===== src/rtl/wvb_wr_ctrl_ring.sv =====
// Waveform buffer write controller for a circular buffer shared with a reader.
// Accepts a trigger only when the nominal event fits, extends on retrigger and ends on max length or full.
module wvb_wr_ctrl_ring #(
  parameter int P_ADR_WIDTH     = 12,
  parameter int P_LTC_WIDTH     = 48,
  parameter int P_PRE_WIDTH     = 5,
  parameter int P_POST_WIDTH    = 8,
  parameter int P_HOLDOFF_WIDTH = 8,
  parameter int P_DROP_WIDTH    = 16
) (
  input  logic                       clk,
  input  logic                       i_rst,
  input  logic                       trig,
  input  logic [1:0]                 trig_src,
  input  logic [P_LTC_WIDTH-1:0]     ltc,
  input  logic                       trig_mode,
  input  logic                       arm,
  input  logic [P_PRE_WIDTH-1:0]     pre_config,
  input  logic [P_POST_WIDTH-1:0]    post_config,
  input  logic [P_ADR_WIDTH-1:0]     max_len_config,
  input  logic [P_HOLDOFF_WIDTH-1:0] holdoff_config,
  input  logic [P_ADR_WIDTH-1:0]     rd_addr,
  output logic [P_ADR_WIDTH-1:0]     wvb_wr_addr,
  output logic                       wvb_wren,
  output logic                       hdr_wren,
  output logic [P_ADR_WIDTH-1:0]     hdr_start_addr,
  output logic [P_ADR_WIDTH-1:0]     hdr_stop_addr,
  output logic [P_ADR_WIDTH-1:0]     hdr_evt_len,
  output logic [P_LTC_WIDTH-1:0]     hdr_ltc,
  output logic [1:0]                 hdr_trig_src,
  output logic                       hdr_trunc,
  output logic                       hdr_full,
  output logic                       armed,
  output logic                       busy,
  output logic [P_DROP_WIDTH-1:0]    drop_cnt
);

  // Lengths carry one extra bit so pre+post and the all-ones default never overflow.
  localparam int LW = P_ADR_WIDTH + 1;
  localparam logic [P_ADR_WIDTH-1:0]     ONE_A  = {{(P_ADR_WIDTH-1){1'b0}}, 1'b1};
  localparam logic [LW-1:0]              ONE_L  = {{(LW-1){1'b0}}, 1'b1};
  localparam logic [LW-1:0]              MAX_L  = {1'b0, {P_ADR_WIDTH{1'b1}}};
  localparam logic [P_HOLDOFF_WIDTH-1:0] ONE_H  = {{(P_HOLDOFF_WIDTH-1){1'b0}}, 1'b1};
  localparam logic [P_DROP_WIDTH-1:0]    DROP_MAX = {P_DROP_WIDTH{1'b1}};

  typedef enum logic [1:0] {S_IDLE = 2'd0, S_ACQ = 2'd1, S_HOLDOFF = 2'd2} state_t;

  state_t                     state_reg, state_next;
  logic [P_ADR_WIDTH-1:0]     addr_reg;
  logic [P_ADR_WIDTH-1:0]     start_reg;
  logic [P_ADR_WIDTH-1:0]     len_reg;
  logic [LW-1:0]              rem_reg;
  logic [LW-1:0]              l0_reg;
  logic [LW-1:0]              maxlen_reg;
  logic [P_LTC_WIDTH-1:0]     ltc_reg;
  logic [1:0]                 src_reg;
  logic [P_HOLDOFF_WIDTH-1:0] hold_cnt_reg;
  logic                       armed_reg;
  logic [P_DROP_WIDTH-1:0]    drop_reg;

  logic [P_ADR_WIDTH-1:0] free;
  logic [LW-1:0]          pre_cfg, post_cfg, l0_cfg, mlc_cfg, maxlen_cfg;
  logic [LW-1:0]          len_inc, rem_dec, rem_ret;
  logic                   st_idle, st_acq, st_hold;
  logic                   trig_en, fits, accept, drop_any;
  logic                   hit_trunc, hit_full, natural_end, final_w;

  assign free = rd_addr - addr_reg - ONE_A;

  assign pre_cfg    = (pre_config == '0)  ? ONE_L : LW'(pre_config);
  assign post_cfg   = (post_config == '0) ? ONE_L : LW'(post_config);
  assign l0_cfg     = pre_cfg + post_cfg;
  assign mlc_cfg    = (max_len_config == '0) ? MAX_L : {1'b0, max_len_config};
  assign maxlen_cfg = (mlc_cfg < l0_cfg) ? l0_cfg : mlc_cfg;

  assign st_idle = (state_reg == S_IDLE);
  assign st_acq  = (state_reg == S_ACQ);
  assign st_hold = (state_reg == S_HOLDOFF);

  assign trig_en  = trig && (!trig_mode || armed_reg);
  assign fits     = ({1'b0, free} >= l0_cfg);
  assign accept   = st_idle && trig_en && fits;
  assign drop_any = (st_idle && trig_en && !fits) || (st_hold && trig);

  assign len_inc = {1'b0, len_reg} + ONE_L;
  assign rem_dec = rem_reg - ONE_L;
  // A retrigger restarts the post window but never shortens what is already pending.
  assign rem_ret = (rem_dec < (l0_reg - ONE_L)) ? (l0_reg - ONE_L) : rem_dec;

  assign hit_trunc   = st_acq && (len_inc == maxlen_reg);
  assign hit_full    = st_acq && (free == ONE_A);
  assign natural_end = st_acq && !trig && (rem_reg == ONE_L);
  assign final_w     = natural_end || hit_trunc || hit_full;

  always_ff @(posedge clk) begin
    if (i_rst) begin
      state_reg <= S_IDLE;
    end else begin
      state_reg <= state_next;
    end
  end

  always_comb begin
    state_next = state_reg;
    case (state_reg)
      S_IDLE: begin
        if (accept) state_next = S_ACQ;
      end
      S_ACQ: begin
        if (final_w) state_next = (holdoff_config != '0) ? S_HOLDOFF : S_IDLE;
      end
      S_HOLDOFF: begin
        if (hold_cnt_reg == ONE_H) state_next = S_IDLE;
      end
      default: state_next = S_IDLE;
    endcase
  end

  always_comb begin
    wvb_wren       = accept || st_acq;
    hdr_wren       = final_w;
    hdr_trunc      = hit_trunc;
    hdr_full       = hit_full;
    hdr_stop_addr  = final_w ? addr_reg : '0;
    hdr_evt_len    = final_w ? len_inc[P_ADR_WIDTH-1:0] : '0;
    hdr_start_addr = start_reg;
    hdr_ltc        = ltc_reg;
    hdr_trig_src   = src_reg;
    busy           = !st_idle;
    armed          = armed_reg;
    drop_cnt       = drop_reg;
    wvb_wr_addr    = addr_reg;
  end

  always_ff @(posedge clk) begin
    if (i_rst) begin
      addr_reg     <= '0;
      start_reg    <= '0;
      len_reg      <= '0;
      rem_reg      <= '0;
      l0_reg       <= '0;
      maxlen_reg   <= '0;
      ltc_reg      <= '0;
      src_reg      <= '0;
      hold_cnt_reg <= '0;
      armed_reg    <= 1'b0;
      drop_reg     <= '0;
    end else begin
      if (wvb_wren) addr_reg <= addr_reg + ONE_A;

      // Config is only sampled while idle so an event runs with a stable length.
      if (st_idle) begin
        l0_reg     <= l0_cfg;
        maxlen_reg <= maxlen_cfg;
      end

      if (accept) begin
        start_reg <= addr_reg;
        ltc_reg   <= ltc;
        src_reg   <= trig_src;
        rem_reg   <= l0_cfg - ONE_L;
        len_reg   <= ONE_A;
      end else if (st_acq) begin
        len_reg <= len_inc[P_ADR_WIDTH-1:0];
        rem_reg <= trig ? rem_ret : rem_dec;
      end

      if (final_w) begin
        hold_cnt_reg <= holdoff_config;
      end else if (st_hold) begin
        hold_cnt_reg <= hold_cnt_reg - ONE_H;
      end

      if (arm) begin
        armed_reg <= 1'b1;
      end else if (final_w) begin
        armed_reg <= 1'b0;
      end

      if (drop_any && (drop_reg != DROP_MAX)) drop_reg <= drop_reg + 1'b1;
    end
  end

endmodule


===== config.mk =====
export PLATFORM = sky130hd
export DESIGN_NAME = wvb_wr_ctrl_ring
export DESIGN_NICKNAME = d
export VERILOG_FILES = /design/src/rtl/wvb_wr_ctrl_ring.sv
export SDC_FILE = /design/constraint.sdc
export NUM_CORES = 1
export LEC_CHECK = 0
export CAP_MARGIN = 10
export CORE_ASPECT_RATIO = 0.6
export CORE_MARGIN = 4
export CORE_UTILIZATION = 54
export CTS_BUF_LIST = sky130_fd_sc_hd__clkbuf_8 sky130_fd_sc_hd__clkbuf_16
export DETAILED_ROUTE_END_ITERATION = 10
export GPL_ROUTABILITY_DRIVEN = 0
export PLACE_DENSITY = 0.95
export SLEW_MARGIN = 20
export SYNTH_ARGS = -nofsm -noshare
export SYNTH_HDL_FRONTEND = slang
export SYNTH_SLANG_ARGS = --single-unit

===== constraint.sdc =====
create_clock -name clk -period 18.1 [get_ports clk]
set_input_delay 4.525 -clock clk [delete_from_list [all_inputs] [get_ports clk]]
set_output_delay 4.525 -clock clk [all_outputs]
set_load 0.05 [all_outputs]

==> results of run 1 <==
==> how the worst max path moves through the flow <==
stage / startpoint / endpoint
final: pre_config[3] / wvb_wren
after global routing: post_config[5] / wvb_wren
after CTS: pre_config[3] / wvb_wren
after detailed placement: pre_config[3] / wvb_wren
after global placement: pre_config[3] / wvb_wren
after floorplan: rd_addr[0] / hdr_evt_len[0]
==> logic make-up (layout without fill, tap and decap cells) <==
logic type,Yosys count,count (layout)
compound gates,269,269
buf+inv,108,304
xor+xnor,82,82
flops,147,147
fa+ha+maj,54,54
mux,6,6
simple gates,476,476
==> placed cells by master (no fill, tap or decap), drive strengths merged, types with 7 or more instances in the layout <==
cell,count
a211oi,17
a21o,10
a21oi,140
a221oi,9
and3,9
buf,11
clkbuf,18
clkdlybuf4s50,218
dfxtp,147
ha,52
inv,48
nand2,191
nand2b,11
nand3,27
nand4,11
nor2,115
nor2b,12
nor3,38
nor4,19
o211ai,7
o21ai,38
or2,9
or3,10
xnor2,52
xor2,29
==> Yosys cell counts, types with 17 or more instances <==
cell type	number	area [um^2]
a21oi_1	140	701
nor3_1	37	185
dfxtp_1	147	2940
xor2_1	29	254
inv_1	41	154
nand3_1	27	135
nor2_1	114	428
nand2_1	191	717
a211oi_1	17	128
xnor2_1	52	455
clkbuf_1	45	169
o21ai_0	37	185
ha_1	52	651
==> metal layers <==
metal | global-route usage | vias to the layer above | routed length [um]
li1 | - | 4345 | -
met1 | 0.396 | 4203 | 11700
met2 | 0.453 | 476 | 12400
met3 | 0.0676 | 67 | 2520
met4 | 0.0869 | 0 | 568
met5 | 0 | - | 0
==> critical path: cells and delay by family <==
| kind | cells | cell delay [ns] |
|---|---|---|
| AOI/OAI and AO/OA | 6 | 1.40 |
| adders and majority gates | 3 | 0.99 |
| buffers and inverters | 5 | 2.39 |
| and+or+nand+nor | 5 | 1.33 |
==> metrics by stage <==
step	power, W	hold slack (ns)
2_1_floorplan	0.000586	0.443
3_3_place_gp	0.000670	0.441
3_5_place_dp	0.000683	0.446
4_1_cts	0.00103	0.455
5_1_grt	0.00108	0.477
6_report	0.00104	0.455
==> power groups by stage <==
stage | Clock, W | Sequential, W | Combinational, W
after floorplan | 0 | 0.000395 | 0.000191
after global placement | 0 | 0.000369 | 0.000302
after detailed placement | 0 | 0.000370 | 0.000314
after CTS | 0.000350 | 0.000363 | 0.000319
after global routing | 0.000361 | 0.000366 | 0.000355
final | 0.000347 | 0.000363 | 0.000325
==> cell type report <==
| type | instances | area [um^2] |
|---|---|---|
| Clock buffer | 18 | 439 |
| Sequential cell | 147 | 2940 |
| Tap cell | 203 | 254 |
| Timing Repair Buffer | 229 | 2260 |
| Fill cell | 1167 | 4010 |
| Multi-Input combinational cell | 887 | 5370 |
| Inverter | 43 | 161 |
| Clock inverter | 14 | 145 |
==> qor.csv, run 1 <==
metric,value,unit
cap_violations,0,
ant_nets,0,
synthesis.area,8720,um^2
synth_mux_area_frac,0.00761,
port_buffers,219,
hold_viol,0,
dp_hpwl,19900,um
routed_wl,27200,um
path_class,input port to output port,
worst_pin_slew,1.16,ns
ys_async_sr_fraction,0,
pwr-share-clk,0.335,
peakVddDrop,0.0575,mV
intPower,0.000668,W
overflow,0,
hold_buffers,0,
num_vias,9091,
syn_to_final_growth,32.9,%
synthAdderAreaFrac,0.0792,
grt_max_degree,87,
vias_per_cell,5.90,
fin_nets,1479,
routedWlPerCell,17.6,um
worstSkewPairLatency,0.42,ns
rrSetupSlack,12.87,ns
rows,35,
rr_startpoint,wvb_wr_addr[1]$_SDFFE_PP0P_,
max-slew-margin-rel,0.220,
cts_resized,0,
first_pass_iters,7,
antenna_found_initial,0,
htree_levels,4,
hp-start,hdr_ltc[5]$_SDFFE_PP0P_,
drive_gt1_frac,0.0553,
powerDensity,89.5,nW/um^2
clock.fmax,0.0659,GHz
hp-class,flop to flop,
fin_tns_setup,0,ns
start_kind,input port,
diodes,0,
clk_pin_slew,0.06,ns
stdcell_count,1541,
syn_avg_cell_area,7.63,um^2
outcome,completed,
power_frac_seq,0.351,
required,13.57,ns
cp_cell_sequence,"clkdlybuf4s50_1, o41ai_1, ha_1, inv_1, fa_1, nor2b_1, o21ai_0, nand2b_1, a21oi_1, or3b_2, ha_1, nand2_1, o41ai_1, a311oi_2, a21oi_4, buf_4, nor2_2, inv_1, clkdlybuf4s50_1",
numClockSinks,147,
hold_path_end,hdr_ltc[5]$_SDFFE_PP0P_,
synth_flop_cell,dfxtp_1,
root_buffer,clkbuf_16,
pwr-share-comb,0.314,
synth-simple-area-share,0.254,
fin_util,0.743,
die_area,18300,um^2
cts-buffers-inserted,17,
synth_compound_area_frac,0.189,
finalClockSkew,0.0126,ns
coreArea,15600,um^2
largest_register_ffs,48,
setup_violations,0,
tritoncts,built,
timing.rr.end,wvb_wr_addr[1]$_SDFFE_PP0P_,
synth_edf_count,0,
yosysWarnings,0,
drc_errors,0,
swShare,0.355,
dpl_cell_area,11000,um^2
die_h,106,um
postCtsSetupBuffers,0,
finalCriticalPeriod,15.17,ns
final_area,11600,um^2
synth.net_count,1296,
critPathMaxFanout,86,
place_ws,3.05,ns
synth-xor-area-share,0.0841,
grt_pass1_wl,43200,um
endpoint_kind,output port,
ys_ff_latch,147,
die_w,172,um
crit_slowest_cell,clkdlybuf4s50_1,
initialDrtViolationCount,772,
switchingPower,0.000368,W
synth_top_family_by_area,simple AND/OR/NAND/NOR gates,
crit_arrival,10.65,ns
min_path_cells,2,
slew_violations,0,
timing.final.ws_setup,2.93,ns
top_level_ports,220,
ys_seq_area_frac,0.338,
p_leak,4.26,nW
initial_core_util,0.559,
fin_crit_sh,0.838,
yosysUniqueCellTypes,73,
gr-usage-all-layers,0.289,
ff2ff_path_depth,18,
placedCellCount,1509,
grt_pass1_vias,8678,
synthCells,1142,
rsz0062_at_grt,no,
clockBufferDepth,2,
slowest_delay,0.88,ns
Power figures use the tool's default switching activity.
==> run 2: changes to the inputs <==
--- a/config.mk
+++ b/config.mk
@@ -8,11 +8,11 @@
 export CAP_MARGIN = 10
 export CORE_ASPECT_RATIO = 0.6
 export CORE_MARGIN = 4
-export CORE_UTILIZATION = 54
+export CORE_UTILIZATION = 50
 export CTS_BUF_LIST = sky130_fd_sc_hd__clkbuf_8 sky130_fd_sc_hd__clkbuf_16
 export DETAILED_ROUTE_END_ITERATION = 10
 export GPL_ROUTABILITY_DRIVEN = 0
-export PLACE_DENSITY = 0.95
+export PLACE_DENSITY = 0.9
 export SLEW_MARGIN = 20
 export SYNTH_ARGS = -nofsm -noshare
 export SYNTH_HDL_FRONTEND = slang
==> constraint.sdc (replaced) <==
create_clock -name clk -period 15.5 [get_ports clk]
set_input_delay 3.875 -clock clk [delete_from_list [all_inputs] [get_ports clk]]
set_output_delay 3.875 -clock clk [all_outputs]
set_load 0.05 [all_outputs]
==> qor.csv, run 2 (synthesis results as in run 1) <==
metric,value,unit,change
outcome,completed,,
timing.rr.end,len_reg[1]$_SDFFE_PP0P_,,
antenna_found_initial,0,,unchanged
path_class,input port to output port,,
fin_nets,1477,,-0.14%
cts_resized,0,,unchanged
clock.fmax,0.0752,GHz,
setup_violations,0,,unchanged
port_buffers,219,,unchanged
diodes,0,,unchanged
p_leak,4.27,nW,+0.17%
hp-class,flop to flop,,
first_pass_iters,5,,-2
final_common_cell,clkdlybuf4s50_1,,
cts-buffers-inserted,17,,unchanged
syn_to_final_growth,33.3,%,
coreArea,17100,um^2,+9.9%
powerDensity,104,nW/um^2,+17%
largest_register_ffs,48,,unchanged
die_w,178,um,+3.7%
gr-usage-all-layers,0.261,,-0.0281
ff2ff_path_depth,16,,-2
rr_startpoint,wvb_wr_addr[1]$_SDFFE_PP0P_,,
finalClockSkew,0.0147,ns,+0.00219 ns
total_power,0.00121,W,+17%
endpoint_kind,output port,,
required,11.62,ns,-1.95 ns
critPathMaxFanout,16,,-81%
cp-endpoint,wvb_wren,,
hold_buffers,0,,unchanged
seqCellArea,2940,um^2,unchanged
drive_gt1_frac,0.0539,,-0.00141
rows,37,,+5.7%
overflow,0,,unchanged
htree_levels,4,,unchanged
cap_violations,0,,unchanged
clockBufferDepth,2,,unchanged
initialDrtViolationCount,839,,+8.7%
postCtsSetupBuffers,0,,unchanged
fillers,1380,,+18%
die_area,19700,um^2,+7.5%
initial_core_util,0.509,,-0.0502
fin_crit_sh,0.858,,
routed_wl,26500,um,-2.4%
peakVddDrop,0.0635,mV,+10%
top_level_ports,220,,unchanged
numClockSinks,147,,unchanged
finalCriticalPeriod,13.30,ns,
grt_max_degree,86,,-1.1%
vias_per_cell,5.64,,-4.4%
start_kind,input port,,
max-slew-margin-rel,0.386,,+0.166
slew_violations,0,,unchanged
worstSkewPairLatency,0.42,ns,about the same
final_cell_mix,"218 x clkdlybuf4s50_1, 191 x nand2_1, 147 x dfxtp_1",,
tritoncts,built,,
clk_pin_slew,0.06,ns,about the same
num_vias,8855,,-2.6%
rrSetupSlack,10.51,ns,-2.36 ns
dp_hpwl,19500,um,-2.2%
crit_arrival,9.43,ns,-1.22 ns
fin_tns_setup,0,ns,unchanged
startpoint,pre_config[4],,
ant_nets,0,,unchanged
grt_pass1_wl,41900,um,-3.0%
hold_viol,0,,unchanged
min_path_cells,2,,unchanged
die_h,110,um,+3.6%
worst_pin_slew,0.921,ns,-0.239 ns
drc_errors,0,,unchanged
grt_pass1_vias,8416,,-3.0%
routedWlPerCell,16.9,um,-4.2%
multi_input_area,5370,um^2,unchanged
root_buffer,clkbuf_16,,
rsz0062_at_grt,no,,
[run 2: changes by cell type in the layout (fill, tap and decap cells not counted)]
| cell | delta |
|---|---|
| buf_4 | -2 |
| clkinv_4 | +1 |
| clkinv_2 | -1 |
| clkinvlp_4 | -3 |
| inv_8 | +3 |
[run 2: worst min-delay path by stage]
stage	start	end	slack [ns]
after floorplan	hold_cnt_reg[5]$_SDFFE_PP0P_	hold_cnt_reg[5]$_SDFFE_PP0P_	0.44
after global placement	hdr_ltc[16]$_SDFFE_PP0P_	hdr_ltc[16]$_SDFFE_PP0P_	0.44
after detailed placement	hdr_ltc[23]$_SDFFE_PP0P_	hdr_ltc[23]$_SDFFE_PP0P_	0.45
after CTS	hdr_ltc[33]$_SDFFE_PP0P_	hdr_ltc[33]$_SDFFE_PP0P_	0.46
after global routing	hdr_ltc[2]$_SDFFE_PP0P_	hdr_ltc[2]$_SDFFE_PP0P_	0.47
final	hdr_ltc[42]$_SDFFE_PP0P_	hdr_ltc[42]$_SDFFE_PP0P_	0.45
[run 2: cell type report]
type,instances,area share
Tap cell,234,0.0252
Inverter,43,0.0139
Clock inverter,14,0.0138
Clock buffer,18,0.0378
Sequential cell,147,0.253
Timing Repair Buffer,227,0.194
Multi-Input combinational cell,887,0.462
[run 2: critical path: stages]
cell and delay, ns:
clkdlybuf4s50_1 0.45, o41ai_1 0.46, ha_1 0.26, inv_1 0.06, fa_1 0.39, nor2b_1 0.17, o21ai_0 0.13, nand2b_1 0.13
a21oi_1 0.07, or3b_2 0.57, ha_1 0.35, nand2_1 0.09, a21oi_1 0.06, and3b_1 0.22, a311oi_2 0.48, a21oi_4 0.11
nor2_2 0.46, inv_1 0.27, clkdlybuf4s50_1 0.80
[run 2: per-layer routing]
| layer | track usage | wire length (um) | up-vias |
|---|---|---|---|
| met4 | 0.0602 | 304 | 0 |
| met2 | 0.413 | 11900 | 384 |
| met1 | 0.364 | 12300 | 4108 |
| met5 | 0 | 0 | - |
| met3 | 0.0596 | 2100 | 32 |
| li1 | - | - | 4331 |
[run 2: report_power, final]
| part | switching [W] | internal [W] | total [W] |
|---|---|---|---|
| Combinational | 0.000225 | 0.000148 | 0.000373 |
| Sequential | 0.0000240 | 0.000401 | 0.000425 |
| Clock | 0.000182 | 0.000234 | 0.000416 |
[run 2: stage by stage]
step	worst slack, ns	hold WS, ns	std cells	util	area (um^2)
global placement	2.63	0.441	1538	0.643	11000
finish	2.20	0.453	1570	0.678	11600
global route	1.97	0.473	1570	0.678	11600
floorplan	3.69	0.443	1142	-	8720
CTS	2.21	0.455	1570	0.678	11600
detailed placement	2.23	0.446	1538	0.643	11000
